==> src/rtl/booth_radix4_seq.sv <==
// Sequential radix-4 Booth multiplier: one partial product per clock into a shared
// accumulator, exact 2*WIDTH-bit result in signed or unsigned mode, valid/ready on both sides.
module booth_radix4_seq #(
  parameter int WIDTH = 8
) (
  input  logic               clk,
  input  logic               rst,
  input  logic               start_valid,
  output logic               start_ready,
  input  logic               signed_mode,
  input  logic [WIDTH-1:0]   x,
  input  logic [WIDTH-1:0]   multiplier,
  output logic [2*WIDTH-1:0] result,
  output logic               result_valid,
  input  logic               result_ready,
  output logic               busy
);

  localparam int NDIG = WIDTH / 2 + 1;
  localparam int AW   = 2 * WIDTH + 4;
  localparam int MW   = WIDTH + 3;
  localparam int CW   = $clog2(NDIG + 1);
  localparam logic [CW-1:0] LAST = CW'(NDIG - 1);

  typedef enum logic [1:0] {IDLE, CALC, DONE} state_t;

  state_t             state_reg, state_next;
  logic [CW-1:0]      cnt_reg, cnt_next;
  logic [AW-1:0]      acc_reg, acc_next;
  logic [AW-1:0]      xs_reg, xs_next;
  logic [MW-1:0]      mp_reg, mp_next;
  logic [2*WIDTH-1:0] result_reg, result_next;

  logic               pp_neg, pp_two, pp_zero;
  logic [AW-1:0]      pp_mag, addend, acc_sum;

  // xs_reg holds the extended multiplicand pre-shifted to the current digit weight;
  // mp_reg shifts right so the current Booth group always sits in bits [2:0].
  always_comb begin
    pp_neg  = 1'b0;
    pp_two  = 1'b0;
    pp_zero = 1'b0;
    case (mp_reg[2:0])
      3'b000, 3'b111: pp_zero = 1'b1;
      3'b011:         pp_two  = 1'b1;
      3'b100:         begin pp_two = 1'b1; pp_neg = 1'b1; end
      3'b101, 3'b110: pp_neg  = 1'b1;
      default:        ;
    endcase
    pp_mag  = pp_zero ? '0 : (pp_two ? (xs_reg << 1) : xs_reg);
    addend  = pp_neg ? ~pp_mag : pp_mag;
    acc_sum = acc_reg + addend + AW'(pp_neg);
  end

  always_comb begin
    state_next  = state_reg;
    cnt_next    = cnt_reg;
    acc_next    = acc_reg;
    xs_next     = xs_reg;
    mp_next     = mp_reg;
    result_next = result_reg;
    case (state_reg)
      IDLE: begin
        if (start_valid) begin
          state_next = CALC;
          cnt_next   = '0;
          acc_next   = '0;
          xs_next    = {{(WIDTH+4){signed_mode & x[WIDTH-1]}}, x};
          mp_next    = {{2{signed_mode & multiplier[WIDTH-1]}}, multiplier, 1'b0};
        end
      end
      CALC: begin
        acc_next = acc_sum;
        cnt_next = cnt_reg + 1'b1;
        xs_next  = xs_reg << 2;
        mp_next  = mp_reg >> 2;
        if (cnt_reg == LAST) begin
          result_next = acc_sum[2*WIDTH-1:0];
          state_next  = DONE;
        end
      end
      DONE: begin
        if (result_ready) state_next = IDLE;
      end
      default: state_next = IDLE;
    endcase
  end

  always_ff @(posedge clk or negedge rst) begin
    if (!rst) begin
      state_reg  <= IDLE;
      cnt_reg    <= '0;
      acc_reg    <= '0;
      xs_reg     <= '0;
      mp_reg     <= '0;
      result_reg <= '0;
    end else begin
      state_reg  <= state_next;
      cnt_reg    <= cnt_next;
      acc_reg    <= acc_next;
      xs_reg     <= xs_next;
      mp_reg     <= mp_next;
      result_reg <= result_next;
    end
  end

  assign start_ready  = (state_reg == IDLE);
  assign result_valid = (state_reg == DONE);
  assign busy         = (state_reg != IDLE);
  assign result       = result_reg;

endmodule

==> config.mk <==
export PLATFORM = sky130hd
export DESIGN_NAME = booth_radix4_seq
export DESIGN_NICKNAME = d
export VERILOG_FILES = /design/src/rtl/booth_radix4_seq.sv
export SDC_FILE = /design/constraint.sdc
export NUM_CORES = 1
export LEC_CHECK = 0
export ABC_AREA = 1
export CAP_MARGIN = 0
export CELL_PAD_IN_SITES_DETAIL_PLACEMENT = 0
export CELL_PAD_IN_SITES_GLOBAL_PLACEMENT = 1
export CORE_MARGIN = 3
export CORE_UTILIZATION = 35
export CTS_BUF_LIST = sky130_fd_sc_hd__clkbuf_8
export DETAILED_ROUTE_END_ITERATION = 6
export PLACE_DENSITY = 0.66
export SLEW_MARGIN = 20
export SYNTH_ARGS = -nofsm -noshare
export SYNTH_HDL_FRONTEND = slang
export SYNTH_SLANG_ARGS = --single-unit
==> constraint.sdc <==
create_clock -name clk -period 5.77 [get_ports clk]
set_input_delay 1.154 -clock clk [delete_from_list [all_inputs] [get_ports clk]]
set_output_delay 1.154 -clock clk [all_outputs]
set_load 0.02 [all_outputs]
==> tab_implementation.tex <==
\begin{tabular}{lr}
\hline
Metric & Value \\
\hline
\multicolumn{2}{l}{\textbf{Run status}} \\
Run status & complete, no violations \\
\multicolumn{2}{l}{\textbf{Timing}} \\
Fmax & 0.326 GHz \\
Final max-slew violation count & 0 \\
Period Utilization, post-route & 53.2\% \\
Worst slew margin relative to its limit & 44.9\% \\
Min Tclk post-route & 3.07 ns \\
Setup violation total in the final timing report & 0 \\
Unrepaired setup endpoints after global routing & no \\
Clock Skews & 0.0102 ns \\
Final number of hold-violating endpoints & 0 \\
Sum Neg Setup Slack & 0 ns \\
Slew of the pin with the lowest slew margin & 0.827 ns \\
\multicolumn{2}{l}{\textbf{Layout}} \\
Layout net count & 534 \\
Share of post-route cells with drive strength above 1 & 8.00\% \\
Commonest cells after routing, fill and taps aside & 112 x sky130\_fd\_sc\_hd\_\_nand2\_1, 63 x sky130\_fd\_sc\_hd\_\_dfrtp\_1, 44 x sky130\_fd\_sc\_hd\_\_inv\_1, 43 x sky130\_fd\_sc\_hd\_\_o21ai\_0, 38 x sky130\_fd\_sc\_hd\_\_clkdlybuf4s50\_1 \\
Area of all placed cells without fillers & 4390 um\^{}2 \\
Most common library cell in the layout ignoring fill and taps & sky130\_fd\_sc\_hd\_\_nand2\_1 \\
Count of inserted antenna diode cells & 0 \\
Non-filler instance count after layout & 633 \\
Layout area overhead & 19.5\% \\
\multicolumn{2}{l}{\textbf{Synth}} \\
Distinct cell type count of the synthesized netlist & 38 \\
Number of enable-type register cells in the synthesized netlist & 0 \\
Synthesized cell area & 3670 um\^{}2 \\
Number of warnings issued by yosys & 0 \\
Synthesized instance count & 458 \\
Post-synth net total & 497 \\
Post-synthesis sequential area ratio & 42.9\% \\
Asr flop ratio synth & 100\% \\
Top\_reg\_cell synth & sky130\_fd\_sc\_hd\_\_dfrtp\_1 \\
Post-synthesis average cell area & 8.02 um\^{}2 \\
Yosys reg bits & 63 \\
\multicolumn{2}{l}{\textbf{Placed design}} \\
Routability-driven placement congestion ratio & 0.805 \\
Cells after DPL & 617 \\
Detail Placement HPWL & 6320 um \\
Standard cell area after detailed placement & 4170 um\^{}2 \\
Number of I/O port buffers & 39 \\
\multicolumn{2}{l}{\textbf{Floorplanning}} \\
Core footprint & 10000 um\^{}2 \\
Chip Height & 108 um \\
Die Footprint & 11800 um\^{}2 \\
Die X & 108 um \\
Number of placement rows & 36 \\
Number of placed I/O pins & 40 \\
Starting density of the core & 36.7\% \\
\multicolumn{2}{l}{\textbf{Critical path}} \\
Crit path max-delay cell type & sky130\_fd\_sc\_hd\_\_dfrtp\_1 \\
Cell mode on critical path & sky130\_fd\_sc\_hd\_\_nand2\_1 \\
Worst path max stage delay & 0.41 ns \\
Arr. time, crit path & 3.30 ns \\
Number of cells on the worst reg-to-reg path & 16 \\
Element type at the critical path start & register \\
Cell-by-cell listing of the critical path & nor2\_1, nand2\_1, o21ai\_1, buf\_4, o21ai\_0, a21oi\_1, xor2\_1, ha\_1, nand2\_1, inv\_1, a21oi\_1, nor2\_1, nor3\_1, nand3\_1, nand3\_1, nand2\_1 \\
Peak fanout along the critical path & 30 \\
Critical Path Sink Type & register \\
Data required time at the worst endpoint & 6.00 ns \\
Classification of the worst setup path & register to register \\
\multicolumn{2}{l}{\textbf{CTS}} \\
Setup fix buffers added after clock tree synthesis & 0 \\
Clock transition at the registers of the reported paths & 0.08 ns \\
Root Driver & sky130\_fd\_sc\_hd\_\_clkbuf\_8 \\
CTS H-tree lvls & 3 \\
\# resized after CTS & 0 \\
Hold-fix buffer count after cts & 0 \\
Clk Latency, worst-skew pair & 0.34 ns \\
Buffer depth of the longest clock path & 2 \\
Clock tree from TritonCTS & yes \\
Clk sinks & 63 \\
Number of buffers created by CTS & 9 \\
\multicolumn{2}{l}{\textbf{GRT}} \\
First-pass GRT wire length & 15200 um \\
Maximum number of pins on one net before global-route repair & 64 \\
Antenna violations before repair & 0 \\
Vias in the first global route & 3054 \\
Total grt overflow & 0 \\
GR Util All Layers & 16.4\% \\
\multicolumn{2}{l}{\textbf{Routing}} \\
Drt first pass iters & 4 \\
Drt total wl & 8990 um \\
Top Layer Used & met4 \\
Mean routed wirelength per cell & 14.2 um \\
Met2 Wirelength & 4130 um \\
Routed metal-1 wirelength & 4530 um \\
Residual antenna-violating net count after detailed routing & 0 \\
Remaining DRCs & 0 \\
Routed length on met3 & 266 um \\
Vias per cell & 4.84 \\
DRC marker count from the first detailed-route iteration & 117 \\
Overall via count from detail\_route & 3062 \\
\multicolumn{2}{l}{\textbf{Hold path}} \\
HP Class & register to register \\
Hold-critical path depth & 2 \\
\multicolumn{2}{l}{\textbf{Flow run}} \\
Number of maximum-capacitance constraint violations & 0 \\
\hline
\end{tabular}
cell usage after synthesis, types with 7 or more instances:
library cell               count  share of area [%]
sky130_fd_sc_hd__nand2_1     112                 11
sky130_fd_sc_hd__dfrtp_1      63                 43
sky130_fd_sc_hd__inv_1        44                4.5
sky130_fd_sc_hd__o21ai_0      43                5.9
sky130_fd_sc_hd__a21oi_1      31                4.2
sky130_fd_sc_hd__nand3_1      26                3.5
sky130_fd_sc_hd__nor2_1       21                2.1
sky130_fd_sc_hd__ha_1         17                5.8
sky130_fd_sc_hd__xor2_1       17                4.1
sky130_fd_sc_hd__o221ai_1     10                2.4
sky130_fd_sc_hd__buf_2         9                1.2
sky130_fd_sc_hd__o21ai_1       7               0.95
worst max-delay path, delay by kind of cell, from the launching register on:
kind / cells / cell delay (ns)
buffers and inverters: 2 / 0.32
XOR/XNOR: 1 / 0.21
flip-flops: 1 / 0.41
AND/OR/NAND/NOR: 8 / 1.09
adder cells (fa/ha/maj): 1 / 0.33
AO/OA/AOI/OAI: 4 / 0.62
per-layer routing:
layer	GRT usage, %	up-vias
met5	0	-
met4	4.06	0
met3	3.22	8
met2	26.7	50
met1	22.5	1406
li1	-	1598
logic make-up after synthesis:
group                    Yosys count  synth area share, %
adder cells (fa/ha/maj)           18                 6.34
AO/OA/AOI/OAI                    111                 17.3
flip-flops                        63                 42.9
AND/OR/NAND/NOR                  179                 20.8
buffers and inverters             65                 7.36
XOR/XNOR                          22                 5.25
path summary, 6_finish.rpt:
path	from	endpoint	slack, ns
setup / recovery	mp_reg[0]	acc_reg[15]	2.70
hold reg to reg	result[5]	result[5]	0.48
min in group asynchronous	rst	result[3]	0.99
setup reg to reg	mp_reg[0]	acc_reg[15]	2.70
hold / removal	result[5]	result[5]	0.48
max in group asynchronous	rst	xs_reg[7]	4.22
area by class of cell:
| class | instances | area (um^2) |
|---|---|---|
| Clock buffer | 12 | 165 |
| Sequential cell | 63 | 1580 |
| Timing Repair Buffer | 43 | 415 |
| Tap cell | 133 | 166 |
| Clock inverter | 4 | 52.6 |
| Inverter | 48 | 183 |
| Multi-Input combinational cell | 330 | 1830 |
| Fill cell | 1053 | 5610 |
stage by stage:
step / hold slack (ns) / util [%] / worst slack [ns]
after floorplan: 0.453 / - / 3.02
after global placement: 0.461 / 41.7 / 2.70
after CTS: 0.485 / 43.9 / 2.66
after global routing: 0.505 / 43.9 / 2.34
final: 0.478 / 43.9 / 2.70
after detailed placement: 0.466 / 41.7 / 2.66
Power is not shown: default switching activity piles up to over one toggle a cycle in this logic, so the estimate is an artifact.
